$ cat src/rtl/control_pkg.sv
// Shared types and constants for the multi-cycle control FSM and its
// instruction decoder.
package control_pkg;

    // FSM state encoding (also exported on state_dbg)
    typedef enum logic [2:0] {
        FETCH  = 3'd0,
        DECODE = 3'd1,
        EXEC   = 3'd2,
        MEM    = 3'd3,
        WB     = 3'd4,
        TRAP   = 3'd5
    } state_t;

    // Instruction classes resolved at decode; CL_NOP covers undefined encodings
    typedef enum logic [2:0] {
        CL_NOP   = 3'd0,
        CL_RALU  = 3'd1,
        CL_IALU  = 3'd2,
        CL_SHIFT = 3'd3,
        CL_LOAD  = 3'd4,
        CL_STOR  = 3'd5,
        CL_JUMP  = 3'd6,
        CL_BCOND = 3'd7
    } iclass_t;

    typedef struct packed {
        iclass_t cls;
        logic    is_cmp;     // CMP / CMPI: update flags, skip writeback
        logic    sign_ext;   // immediate is sign extended
        logic    shift_imm;  // shift amount comes from the immediate
        logic    br_taken;   // Bcond condition holds
    } dec_t;

    // Opcode / extension fields
    localparam logic [3:0] OP_RTYPE = 4'b0000;
    localparam logic [3:0] OP_MEM   = 4'b0100;
    localparam logic [3:0] OP_SHIFT = 4'b1000;
    localparam logic [3:0] OP_BCOND = 4'b1100;
    localparam logic [3:0] EXT_LOAD = 4'b0000;
    localparam logic [3:0] EXT_STOR = 4'b0100;
    localparam logic [3:0] EXT_JUMP = 4'b1100;
    localparam logic [3:0] EXT_CMP  = 4'b1011;
    localparam logic [3:0] EXT_SHR  = 4'b0100;

    // ALU operation codes (identical to the I-type opcodes)
    localparam logic [3:0] ALU_ADD = 4'b0101;
    localparam logic [3:0] ALU_SUB = 4'b1001;
    localparam logic [3:0] ALU_CMP = 4'b1011;
    localparam logic [3:0] ALU_AND = 4'b0001;
    localparam logic [3:0] ALU_OR  = 4'b0010;
    localparam logic [3:0] ALU_XOR = 4'b0011;
    localparam logic [3:0] ALU_MOV = 4'b1101;

    // Branch conditions carried in the Rdest field
    localparam logic [3:0] COND_EQ = 4'b0000;
    localparam logic [3:0] COND_NE = 4'b0001;
    localparam logic [3:0] COND_LT = 4'b1100;
    localparam logic [3:0] COND_AL = 4'b1110;

    // Datapath mux selects; all controls are 2 bits wide, only mux4En uses bit 1
    localparam logic [1:0] MUX4_DST   = 2'b00;
    localparam logic [1:0] MUX4_SIGN  = 2'b01;
    localparam logic [1:0] MUX4_ONE   = 2'b10;
    localparam logic [1:0] MUX4_ZERO  = 2'b11;
    localparam logic [1:0] PCMUX_PC   = 2'b00;
    localparam logic [1:0] PCMUX_SRC  = 2'b01;
    localparam logic [1:0] SEL_ALU    = 2'b00;
    localparam logic [1:0] SEL_SHIFT  = 2'b01;
    localparam logic [1:0] SEL_REG    = 2'b00;
    localparam logic [1:0] SEL_IMM    = 2'b01;
    localparam logic [1:0] SEL_RESULT = 2'b00;
    localparam logic [1:0] SEL_MEMDAT = 2'b01;
    localparam logic [1:0] EN_OFF     = 2'b00;
    localparam logic [1:0] EN_ON      = 2'b01;

    function automatic logic is_ialu(input logic [3:0] op);
        return op inside {ALU_ADD, ALU_SUB, ALU_CMP, ALU_AND, ALU_OR, ALU_XOR, ALU_MOV};
    endfunction

endpackage

$ cat src/rtl/control_fsm_instr_decoder.sv
// Combinational instruction classifier and branch-condition evaluator.
module instr_decoder
    import control_pkg::*;
(
    input  logic [15:0] instruction,
    input  logic        flag_z,
    input  logic        flag_n,
    output dec_t        dec
);

    logic [3:0] op, ext, cond;
    logic [3:0] unused_rsrc;

    assign op          = instruction[15:12];
    assign cond        = instruction[11:8];
    assign ext         = instruction[7:4];
    assign unused_rsrc = instruction[3:0];

    // Classify the word; anything not matched stays CL_NOP
    always_comb begin
        dec     = '0;
        dec.cls = CL_NOP;
        if (op == OP_RTYPE) begin
            dec.cls    = CL_RALU;
            dec.is_cmp = (ext == EXT_CMP);
        end else if (is_ialu(op)) begin
            dec.cls      = CL_IALU;
            dec.is_cmp   = (op == ALU_CMP);
            dec.sign_ext = !(op inside {ALU_AND, ALU_OR, ALU_XOR});
        end else if (op == OP_SHIFT) begin
            if (ext[3:1] == 3'b000) begin
                dec.cls       = CL_SHIFT;
                dec.shift_imm = 1'b1;
            end else if (ext == EXT_SHR) begin
                dec.cls = CL_SHIFT;
            end
        end else if (op == OP_MEM) begin
            case (ext)
                EXT_LOAD: dec.cls = CL_LOAD;
                EXT_STOR: dec.cls = CL_STOR;
                EXT_JUMP: dec.cls = CL_JUMP;
                default:  dec.cls = CL_NOP;
            endcase
        end else if (op == OP_BCOND) begin
            dec.cls = CL_BCOND;
            case (cond)
                COND_EQ: dec.br_taken = flag_z;
                COND_NE: dec.br_taken = !flag_z;
                COND_LT: dec.br_taken = flag_n;
                COND_AL: dec.br_taken = 1'b1;
                default: dec.br_taken = 1'b0;
            endcase
        end
    end

endmodule

$ cat src/rtl/control_fsm.sv
// Multi-cycle CPU controller: FETCH / DECODE / EXEC / MEM / WB sequencing
// with a req/ready memory handshake.
// Optional: define ILLEGAL_OP_TRAP_EN to add the sticky TRAP state and the
// trap output for undefined opcodes.
module control_fsm
    import control_pkg::*;
#(
    parameter logic [1:0]  PC_INC       = MUX4_ONE,
    parameter int unsigned MEM_WAIT_MAX = 0   // 0: wait for mem_ready forever
) (
    input  logic        clk,
    input  logic        reset,
    input  logic [15:0] instruction,
    input  logic        mem_ready,
    input  logic        flag_z,
    input  logic        flag_n,
    output logic        mem_req,
    output logic        mem_we,
    output logic        ir_en,
    output logic        flagRegEn,
    output logic [3:0]  aluControl,
    output logic [1:0]  pcRegEn,
    output logic [1:0]  srcRegEn,
    output logic [1:0]  dstRegEn,
    output logic [1:0]  immRegEn,
    output logic [1:0]  resultRegEn,
    output logic [1:0]  signEn,
    output logic [1:0]  regFileEn,
    output logic [1:0]  pcRegMuxEn,
    output logic [1:0]  mux4En,
    output logic [1:0]  shiftALUMuxEn,
    output logic [1:0]  regImmMuxEn,
    output logic [1:0]  exMemResultEn,
`ifdef ILLEGAL_OP_TRAP_EN
    output logic        trap,
`endif
    output logic [2:0]  state_dbg
);

    state_t state, next_state;
    logic   rst_q;          // high for the cycle following a sampled reset
    logic   wait_expired;
    dec_t   dec;

    instr_decoder u_dec (
        .instruction (instruction),
        .flag_z      (flag_z),
        .flag_n      (flag_n),
        .dec         (dec)
    );

    // Optional memory-wait watchdog: a nonzero MEM_WAIT_MAX abandons a data
    // access that has not completed within that many cycles.
    if (MEM_WAIT_MAX == 0) begin : g_nowait
        assign wait_expired = 1'b0;
    end else begin : g_wait
        logic [31:0] wait_cnt;
        // Count consecutive MEM cycles without mem_ready
        always_ff @(posedge clk) begin
            if (reset || state != MEM || mem_ready) wait_cnt <= '0;
            else                                    wait_cnt <= wait_cnt + 32'd1;
        end
        assign wait_expired = (state == MEM) && (wait_cnt >= MEM_WAIT_MAX - 1);
    end

    // State register; rst_q masks outputs for the cycle after reset
    always_ff @(posedge clk) begin
        if (reset) begin
            state <= FETCH;
            rst_q <= 1'b1;
        end else begin
            state <= next_state;
            rst_q <= 1'b0;
        end
    end

    // Next-state logic; the post-reset cycle never advances the FSM
    always_comb begin
        next_state = state;
        if (rst_q) begin
            next_state = FETCH;
        end else begin
            case (state)
                FETCH:  if (mem_ready) next_state = DECODE;
                DECODE: begin
`ifdef ILLEGAL_OP_TRAP_EN
                    if (dec.cls == CL_NOP) next_state = TRAP;
                    else                   next_state = EXEC;
`else
                    next_state = EXEC;
`endif
                end
                EXEC: begin
                    case (dec.cls)
                        CL_RALU, CL_IALU: next_state = dec.is_cmp ? FETCH : WB;
                        CL_SHIFT:         next_state = WB;
                        CL_LOAD, CL_STOR: next_state = MEM;
                        default:          next_state = FETCH;
                    endcase
                end
                MEM:    if (mem_ready || wait_expired) next_state = FETCH;
                WB:     next_state = FETCH;
                TRAP:   next_state = TRAP;
                default: next_state = FETCH;
            endcase
        end
    end

    // Output decode; everything idles at zero unless the state drives it
    always_comb begin
        mem_req       = 1'b0;
        mem_we        = 1'b0;
        ir_en         = 1'b0;
        flagRegEn     = 1'b0;
        aluControl    = 4'b0000;
        pcRegEn       = EN_OFF;
        srcRegEn      = EN_OFF;
        dstRegEn      = EN_OFF;
        immRegEn      = EN_OFF;
        resultRegEn   = EN_OFF;
        signEn        = EN_OFF;
        regFileEn     = EN_OFF;
        pcRegMuxEn    = PCMUX_PC;
        mux4En        = MUX4_DST;
        shiftALUMuxEn = SEL_ALU;
        regImmMuxEn   = SEL_REG;
        exMemResultEn = SEL_RESULT;
        if (!rst_q) begin
            case (state)
                FETCH: begin
                    mem_req = 1'b1;
                    if (mem_ready) begin
                        ir_en      = 1'b1;
                        pcRegEn    = EN_ON;
                        mux4En     = PC_INC;
                        pcRegMuxEn = PCMUX_PC;
                        aluControl = ALU_ADD;
                    end
                end
                DECODE: begin
                    srcRegEn = EN_ON;
                    dstRegEn = EN_ON;
                    immRegEn = EN_ON;
                end
                EXEC: begin
                    case (dec.cls)
                        CL_RALU: begin
                            aluControl  = instruction[7:4];
                            mux4En      = MUX4_DST;
                            pcRegMuxEn  = PCMUX_SRC;
                            resultRegEn = EN_ON;
                            flagRegEn   = dec.is_cmp;
                        end
                        CL_IALU: begin
                            aluControl  = instruction[15:12];
                            mux4En      = MUX4_SIGN;
                            signEn      = {1'b0, dec.sign_ext};
                            resultRegEn = EN_ON;
                            flagRegEn   = dec.is_cmp;
                        end
                        CL_SHIFT: begin
                            shiftALUMuxEn = SEL_SHIFT;
                            resultRegEn   = EN_ON;
                            regImmMuxEn   = dec.shift_imm ? SEL_IMM : SEL_REG;
                        end
                        CL_JUMP: begin
                            pcRegEn    = EN_ON;
                            pcRegMuxEn = PCMUX_SRC;
                            mux4En     = MUX4_ZERO;
                            aluControl = ALU_ADD;
                        end
                        CL_BCOND: begin
                            if (dec.br_taken) begin
                                pcRegEn    = EN_ON;
                                mux4En     = MUX4_SIGN;
                                signEn     = EN_ON;
                                pcRegMuxEn = PCMUX_PC;
                                aluControl = ALU_ADD;
                            end
                        end
                        default: ;
                    endcase
                end
                MEM: begin
                    mem_req = 1'b1;
                    mem_we  = (dec.cls == CL_STOR);
                    if (mem_ready && dec.cls == CL_LOAD) begin
                        regFileEn     = EN_ON;
                        exMemResultEn = SEL_MEMDAT;
                    end
                end
                WB: begin
                    regFileEn     = EN_ON;
                    exMemResultEn = SEL_RESULT;
                end
                default: ;
            endcase
        end
    end

    assign state_dbg = state;
`ifdef ILLEGAL_OP_TRAP_EN
    assign trap = (state == TRAP);
`endif

endmodule

$ cat config.mk
export PLATFORM = sky130hd
export DESIGN_NAME = control_fsm
export DESIGN_NICKNAME = d
export VERILOG_FILES = /design/src/rtl/control_pkg.sv /design/src/rtl/control_fsm_instr_decoder.sv /design/src/rtl/control_fsm.sv
export SDC_FILE = /design/constraint.sdc
export NUM_CORES = 1
export LEC_CHECK = 0
export ABC_AREA = 1
export CORE_ASPECT_RATIO = 1.2
export CORE_MARGIN = 2
export CORE_UTILIZATION = 39
export CTS_CLUSTER_SIZE = 8
export DETAILED_ROUTE_END_ITERATION = 8
export GPL_TIMING_DRIVEN = 0
export PLACE_DENSITY_LB_ADDON = 0.15
export SKIP_LAST_GASP = 1
export SLEW_MARGIN = 20
export SYNTH_ARGS = -nofsm -noshare
export SYNTH_HDL_FRONTEND = slang
export SYNTH_SLANG_ARGS = --single-unit
$ cat constraint.sdc
create_clock -name clk -period 4.5 [get_ports clk]
set_clock_uncertainty 0.15 [all_clocks]
set_input_delay 1.35 -clock clk [delete_from_list [all_inputs] [get_ports clk]]
set_output_delay 1.35 -clock clk [all_outputs]
set_load 0.01 [all_outputs]
; Word level (Yosys, flattened, before mapping)
; Index checks and enable logic that the tools add are counted.
; W data, S select, Z words.
[word_totals]
register_bits = 4
latch_bits = 0
mem_bits_rw = 0
rom_bits = 0
input_bits = 21
output_inout_bits = 35
wordCells = 119
mem_count = 0
[op_classes]
n_addsub = 0
n_mul = 0
div = 0
order_cmp = 0
eq_ne = 30
shifts = 0
mux = 70
bitwise = 0
reduce_logical = 17
[op_table]
columns = op, count
row1 = $mux W1, 40
row2 = $eq A4 B4 Y1 const B, 9
row3 = $mux W3, 10
row4 = $eq A3 B3 Y1 const B, 6
row5 = $pmux W3 S3, 2
row6 = $pmux W4 S4, 1
row7 = $pmux W3 S5, 1
row8 = $eq A3 B2 Y1 const B, 4
row9 = $eq A4 B3 Y1 const B, 3
row10 = $logic_not A4 Y1, 3
row11 = $mux W2, 6
row12 = $reduce_or A2 Y1, 5
row13 = $eq A4 B1 Y1 const B, 2
row14 = $eq A4 B2 Y1 const B, 2
row15 = $mux W4, 2
row16 = $pmux W1 S2, 4
row17 = $pmux W4 S2, 1
row18 = $reduce_bool A7 Y1, 1
row19 = $eq A3 B1 Y1 const B, 2
row20 = $logic_not A3 Y1, 2
row21 = $pmux W2 S3, 1
row22 = $ne A2 B2 Y1 const B, 2
row23 = $pmux W1 S4, 1
row24 = $pmux W2 S2, 1
row25 = other kinds (5), 6

; Depth between registers and ports, before layout
; Gate-level depths: netlist of run 1.
[logic_depth]
depth_word = 11
mapped_depth = 9
ltp_nobuf = 9

; Hierarchy
; A second synthesis of run 1 with hierarchy kept.
[unflattened]
hier_cells = 164
hier_area_um2 = 822.0
[modules_own_cells]
columns = mod, n_inst, cells_each, area_per_inst_um2, seq_area_each_um2
row1 = control_fsm, 1, 112, 591.8, 80.1
row2 = instr_decoder, 1, 52, 230.2, 0.0

; Least setup slack after synthesis of run 1
; OpenSTA, ideal clock, no wires.
[synth_path]
path_type = input to output
start = input port instruction[12]
end = output port mux4En[0]
arrival_ns = 2.190
required_time_ns = 3.000
slack_ns = 0.810
path_stages = 7
n_path_buf = 0
path_cell_list = nor2_2 -> nand2_2 -> nor3_2 -> nor2_1 -> nand2_1 -> inv_2 -> a211oi_1
[synth_between]
elab_chain_len = 10
elab_cells_between_ends = 29
classes_between = eq/ne: 13 / mux: 14 / reduce/logical: 2
[synth_lines]
columns = item, line_no
row1 = "start, declared", control_fsm.sv:13  ; input logic [15:0] instruction,
row2 = $eq A4 B4 Y1, control_fsm_instr_decoder.sv:44  ; end else if (op == OP_BCOND) begin
row3 = $mux W3 or $mux W1 (tied branches), control_fsm_instr_decoder.sv:44
row4 = $mux W3 or $mux W1 (tied branches), control_fsm_instr_decoder.sv:37  ; end else if (op == OP_MEM) begin
row5 = $mux W3 or $mux W1 (tied branches), control_fsm_instr_decoder.sv:30  ; end else if (op == OP_SHIFT) begin
row6 = $mux W3 or $mux W2 (tied branches), control_fsm_instr_decoder.sv:26  ; end else if (is_ialu(op)) begin
row7 = $mux W4 or $mux W3 (tied branches), control_fsm_instr_decoder.sv:23  ; if (op == OP_RTYPE) begin
row8 = "$eq A3 B3 Y1, or another cell as far along", control_fsm.sv:146  ; case (dec.cls)
row9 = $pmux W2 S3 (*), control_fsm.sv:146
row10 = $pmux W2 S2 (*), control_fsm.sv:129  ; case (state)
row11 = $mux W2 (*), control_fsm.sv:128  ; if (!rst_q) begin
row12 = "end, declared", control_fsm.sv:30  ; output logic [1:0] mux4En,
; Mark *: on every way between the ends. The rest lies on a longest branch, timed or not.

; Worst setup path in the final report of run 1
[layout_path]
start = input port instruction[6]
end = output port mem_we
[layout_between]
elab_chain_len = 9
elab_cells_between_ends = 14
classes_between = eq/ne: 3 / mux: 9 / reduce/logical: 2
[layout_lines]
columns = item, line_no
row1 = "$eq A4 B4 Y1, or another cell as far along", control_fsm_instr_decoder.sv:38  ; case (ext)
row2 = $pmux W3 S3 or $mux W2 (tied branches), "control_fsm_instr_decoder.sv:38, control_fsm_instr_decoder.sv:34"
row3 = $mux W3 or $mux W2 (tied branches), "control_fsm_instr_decoder.sv:37, control_fsm_instr_decoder.sv:31"
row4 = $mux W3 (*), control_fsm_instr_decoder.sv:30
row5 = $mux W3 (*), control_fsm_instr_decoder.sv:26
row6 = $mux W4 (*), control_fsm_instr_decoder.sv:23
row7 = $eq A3 B3 Y1 (*), control_fsm.sv:186  ; mem_we = (dec.cls == CL_STOR);
row8 = $mux W1 (*), control_fsm.sv:129
row9 = $mux W1 (*), control_fsm.sv:128
row10 = "end, declared", control_fsm.sv:18  ; output logic mem_we,
; Marks and branches as above.

==> impl_metrics.toml, run 1 <==
[grt]
grt_pass1_vias = 967
antenna_found_initial = 0
grt_pass1_wl_um = 3710
grt-ovfl-total = 0
grt_max_degree = 11
grt_use_total = 0.192

[sta]
timing.final.max_slew_violations = 0
max_freq_mhz = 228
fin_hold_ws_ns = 0.471
rsz0062_at_grt = "false"
final.setup.tns_ns = 0
period_minus_slack_ns = 4.39
finalSetupViolCount = 0
fin_crit_sh = 0.975
timing.final.hold_violations = 0

[drt]
vias = 1157
vias_per_cell = 4.82
ant_nets = 0
firstDrtPassIters = 4
drc = 0
wire_per_inst_um = 10.2
routed_wl_um = 2440
drtIter0Drc = 33

[yosys]
yosysTopAreaCell = "nand2_1"
synth_top_cell_area_share = 0.163
ys_seq_elements = 4
synth_area_leaders = "nand2_1, buf_4, dfxtp_1"
ys_warn_count = 0
syn_area_per_cell_um2 = 5.45
ys_types = 26
ys_seq_area_frac = 0.0941
synthCells = 156
synthesis.area_um2 = 851

[min_path]
min_from = "state_dbg[2]"
hold_depth = 4
min_to = "state_dbg[2]"
hp-class = "flop to flop"

[cts]
clock_latency_ns = 0.23
root_buffer = "clkbuf_4"
cts_buffer_depth = 2
path_clk_slew_ns = 0.04
cts.sinks = 4
cts_tree = "yes"
h-tree-depth = 1
cts_buffers = 3

[finish]
final_util = 0.650
fin_area_um2 = 1350
n_antenna_cell = 0
mostFrequentLayoutCells = "nand2_1, nor2_1, clkdlybuf4s50_1"
seq_area_um2 = 80.1
drive_gt1_frac = 0.233
multiInputGateArea_um2 = 643
fill_cells = 215
area.growth.synth_to_final_pct = 58.4
final_common_cell = "nand2_1"
fin_nets = 233

[die]
ioPinCount = 56
num_rows = 18
initial_core_util = 0.411
coreArea_um2 = 2070
die_x_um = 46.6
die-area_um2 = 2570
dieHeight_um = 55.2

[power]
combinationalPowerShare = 0.513
p_int_mw = 0.105
p_sw_mw = 0.0605
switching_share = 0.367
clkPwrFrac = 0.258
power.leakage_nw = 0.712
p_per_area_nw_per_um2 = 122
peakVddDrop_uv = 165
sequentialPowerShare = 0.229

[placed_design]
place.gp.congestion = 0.865
portBuffers = 40
hpwl_um = 1940
place_area_um2 = 1330

[worst_setup_path]
rrSetupSlack_ns = 3.04
start_kind = "input port"
r2r-end = "state_dbg[1]"
path_class = "input port to primary output"
reg2regPathDepth = 7
arrival_ns = 2.89
critPathRequiredTime_ns = 3.00
cp-end-kind = "primary output"
cp_max_fo = 4
r2r-start = "state_dbg[0]"

[job]
maxCapViolCount = 0

[outcome]
status = "finished clean"
## logic make-up (layout without fill, tap and decap cells)
family | count (synthesis) | count (layout) | share of synthesized area
AND/OR/NAND/NOR | 92 | 92 | 0.531
flip-flops | 4 | 4 | 0.0941
other | 1 | 11 | 0.00441
buffers and inverters | 38 | 82 | 0.226
AO/OA/AOI/OAI | 21 | 21 | 0.144
## worst max-delay path, stage by stage
cell,delay [ns]
clkdlybuf4s50_1,0.52
inv_2,0.07
nand2_1,0.07
nand2_1,0.09
a21oi_4,0.19
nand3_1,0.09
nor3_1,0.21
dlygate4sd2_1,0.30
## synthesized netlist by cell type (all sizes together)
cell,instances
a211oi,2
a21boi,1
a21oi,10
a22oi,1
buf,14
conb,1
dfxtp,4
inv,24
nand2,43
nand3,10
nand4,5
nor2,26
nor3,6
nor3b,1
nor4b,1
o21ai,7
## state kept, by name (all words and copies together) (netlist names)
name	count
rst_q	1
state_dbg	3
## metrics by stage
| step | cells | setup slack (ns) | power (mW) |
|---|---|---|---|
| global placement | 236 | -0.296 | 0.121 |
| floorplan | 166 | 0.810 | 0.0877 |
| CTS | 240 | 0.0421 | 0.166 |
| finish | 240 | 0.114 | 0.165 |
| detailed placement | 236 | -0.317 | 0.122 |
| global route | 240 | 0.00493 | 0.179 |
## per-layer routing
metal / part of all wire / track usage / up-vias
met5: 0 / 0 / -
met1: 0.39 / 0.213 / 520
met4: 0.0057 / 0.0556 / 0
li1: - / - / 585
met3: 0.069 / 0.0390 / 2
met2: 0.53 / 0.361 / 50
## layout make-up
| class | instances | area share |
|---|---|---|
| multi-input cells | 124 | 0.477 |
| repair buffers | 41 | 0.276 |
| plain buffers | 14 | 0.0761 |
| inverters | 24 | 0.0669 |
| flip-flops and latches | 4 | 0.0594 |
| well taps | 30 | 0.0279 |
| clock buffers | 3 | 0.0167 |
## worst max-delay path by stage
stage          slack [ns]            end            start  cells after the start
6_report             0.11         mem_we   instruction[6]                      8
5_1_grt             0.005      flagRegEn   instruction[6]                      7
4_1_cts              0.04  aluControl[2]   instruction[6]                     11
3_5_place_dp        -0.32  aluControl[2]  instruction[15]                     11
3_3_place_gp        -0.30  aluControl[2]  instruction[15]                     11
2_1_floorplan        0.81      mux4En[0]  instruction[12]                      7
## what timing repair did
| action | in CTS | in global routing |
|---|---|---|
| resized for setup | 25 | 11 |
| buffers inserted | 1 | 0 |
| setup endpoints to repair | 15 | 8 |
| hold buffers | 0 | 0 |
| pin swaps | 1 | 0 |
## power groups by stage
stage	sequential, mW	clock, mW	combinational [mW]
floorplan	0.0384	0	0.0493
global placement	0.0382	0	0.0832
detailed placement	0.0382	0	0.0842
CTS	0.0377	0.0448	0.0836
global route	0.0378	0.0482	0.0932
finish	0.0377	0.0426	0.0847
No activity file was read; power rests on OpenSTA's default activity.
==> run 2: changes to the inputs <==
--- a/config.mk
+++ b/config.mk
@@ -13,7 +13,6 @@
 export DETAILED_ROUTE_END_ITERATION = 8
 export GPL_TIMING_DRIVEN = 0
 export PLACE_DENSITY_LB_ADDON = 0.15
-export SKIP_LAST_GASP = 1
 export SLEW_MARGIN = 20
 export SYNTH_ARGS = -nofsm -noshare
 export SYNTH_HDL_FRONTEND = slang
==> results of run 2 <==
Same layout as run 1: the final DEF is identical, and so are final timing and power.
==> run 3: changes to the inputs <==
--- a/config.mk
+++ b/config.mk
@@ -5,11 +5,10 @@
 export SDC_FILE = /design/constraint.sdc
 export NUM_CORES = 1
 export LEC_CHECK = 0
-export ABC_AREA = 1
+export ABC_AREA = 0
 export CORE_ASPECT_RATIO = 1.2
 export CORE_MARGIN = 2
-export CORE_UTILIZATION = 39
-export CTS_CLUSTER_SIZE = 8
+export CORE_UTILIZATION = 41
 export DETAILED_ROUTE_END_ITERATION = 8
 export GPL_TIMING_DRIVEN = 0
 export PLACE_DENSITY_LB_ADDON = 0.15
==> run 3 against run 2 <==
Against the previous run:
- hold slack worse by 0.014 ns
- utilization grew 1.5 points
- clock-buffer cell count is the same
- critical path depth is 1 lower
- routed wire length rose by 19%
- critical path type unchanged
- largest power group unchanged
- highest routed layer unchanged
==> impl_metrics.toml, run 3 <==
[die]
coreArea_um2 = 2280
num_rows = 19
die_x_um = 48.6
dieHeight_um = 57.5
initial_core_util = 0.429
die-area_um2 = 2790
ioPinCount = 56

[grt]
grt-ovfl-total = 0
grt_use_total = 0.211
grt_pass1_vias = 1060
antenna_found_initial = 0
grt_pass1_wl_um = 4640
grt_max_degree = 11

[finish]
largest_register_ffs = 3
final_common_cell = "buf_4"
seq_area_um2 = 80.1
fin_nets = 217
fin_area_um2 = 1520
multiInputGateArea_um2 = 793
mostFrequentLayoutCells = "buf_4, clkdlybuf4s50_1, nand2_1"
drive_gt1_frac = 0.330
n_antenna_cell = 0
area.growth.synth_to_final_pct = 55.2
final_cells = 225
fill_cells = 217

[placed_design]
portBuffers = 35
dp_slack_ns = -0.460
hpwl_um = 2130
place.gp.congestion = 0.873
place_inst = 214
place_area_um2 = 1410

[outcome]
status = "finished clean"

[cts]
cts_buffers = 3
clock_latency_ns = 0.25
path_clk_slew_ns = 0.04
cts.sinks = 4
h-tree-depth = 1
cts_buffer_depth = 2
cts_tree = "yes"
root_buffer = "clkbuf_4"

[drt]
wire_per_inst_um = 12.9
vias = 1154
drc = 0
drtIter0Drc = 23
ant_nets = 0
routed_wl_um = 2910
vias_per_cell = 5.13
firstDrtPassIters = 4

[sta]
max_freq_mhz = 227
period_minus_slack_ns = 4.40
timing.final.max_slew_violations = 0
finalSetupViolCount = 0
fin_hold_ws_ns = 0.457
rsz0062_at_grt = "false"
timing.final.hold_violations = 0
setup_slack_ns = 0.0961
fin_crit_sh = 0.979

[worst_setup_path]
startpoint = "instruction[10]"
r2r-end = "state_dbg[0]"
critPathRequiredTime_ns = 3.00
cp-end-kind = "primary output"
cp_top_family = "compound AO/OA/AOI/OAI gates"
reg2regPathDepth = 6
crit_slowest_cell = "clkdlybuf4s50_1"
slowest_delay_ns = 0.44
start_kind = "input port"
r2r-start = "state_dbg[1]"
crit_chain = "clkdlybuf4s50_1 -> nor4_1 -> nand2_1 -> a221o_1 -> o211a_1 -> a21oi_1 -> buf_2"
cp_max_fo = 4
arrival_ns = 2.90
rrSetupSlack_ns = 2.95
crit_cells = 7
path_class = "input port to primary output"
crit_path_end = "aluControl[2]"
critPathBufInv = 2

[yosys]
ys_warn_count = 0
synthesis.area_um2 = 978
synth_top_cell_area_share = 0.107
ys_seq_area_frac = 0.0818
ys_types = 46
synth_flop_cell = "dfxtp_1"
synth-edff-count = 0
ys_seq_elements = 4
synth_commonest_cells = "buf_4, nand2_1, a21oi_1, nor3_1"
synthArstFlopShare = 0
synth_area_leaders = "buf_4, dfxtp_1, nand2_1"
yosysTopAreaCell = "buf_4"
syn_area_per_cell_um2 = 7.09
synthCells = 138

[power]
finalPower_mw = 0.184
p_per_area_nw_per_um2 = 121
power.leakage_nw = 0.715
peakVddDrop_uv = 172

[job]
maxCapViolCount = 0

[min_path]
hp-class = "flop to flop"
-- run 3: where the power goes --
group / internal, mW / leakage (nW) / switching [mW] / total (mW)
Clock: 0.0300 / 0.0138 / 0.0171 / 0.0470
Sequential: 0.0367 / 0.0328 / 0.000777 / 0.0375
Combinational: 0.0475 / 0.668 / 0.0517 / 0.0992
Total: 0.114 / 0.715 / 0.0696 / 0.184
-- run 3: logic make-up (layout without fill, tap and decap cells) --
kind of cell / count (synthesis) / count (layout) / share of synthesized area
flip-flops: 4 / 4 / 0.0818
AO/OA/AOI/OAI: 34 / 34 / 0.260
XOR/XNOR: 1 / 1 / 0.00895
AND/OR/NAND/NOR: 69 / 69 / 0.436
multiplexers: 1 / 1 / 0.0102
other: 1 / 11 / 0.00383
buffers and inverters: 28 / 74 / 0.199
-- run 3: timing repair --
action                     CTS  global route
pin swaps                   11            14
setup buffers                5             3
hold buffers                 0             0
gates cloned                 0             0
resized for setup           46            11
setup endpoints to repair   14            11
-- run 3: stage by stage --
| step | util | setup TNS [ns] |
|---|---|---|
| 2_1_floorplan | - | 0 |
| 3_3_place_gp | 0.616 | -5.13 |
| 3_5_place_dp | 0.616 | -5.10 |
| 4_1_cts | 0.661 | -0.0469 |
| 5_1_grt | 0.666 | 0 |
| 6_report | 0.666 | 0 |
-- run 3: final cells by class --
type / count / area share
multi-input combinational: 116 / 0.522
buffer: 25 / 0.127
tap: 31 / 0.0255
sequential: 4 / 0.0527
timing repair buffer: 43 / 0.250
clock buffer: 3 / 0.0148
inverter: 3 / 0.00741
-- run 3: worst min-delay path, cell delays in order, from the launching register on --
cell       delay, ns
dfxtp_1         0.34
nand3b_1        0.14
a2111oi_2       0.08
-- run 3: worst min path at each step --
stage,start,end,slack [ns],depth (start not counted)
finish,state_dbg[0],state_dbg[2],0.46,2
global placement,state_dbg[0],state_dbg[2],0.45,2
global route,state_dbg[0],state_dbg[2],0.50,2
detailed placement,state_dbg[0],state_dbg[2],0.46,2
floorplan,state_dbg[0],state_dbg[2],0.44,2
CTS,state_dbg[0],state_dbg[2],0.45,2
-- run 3: layer usage --
metal	wire, um	vias to the layer above	share of wire	global-route usage
met4	29	0	0.010	0.0980
met5	0	-	0	0
li1	-	587	-	-
met3	132	2	0.045	0.0288
met2	1560	31	0.54	0.385
met1	1180	534	0.41	0.245
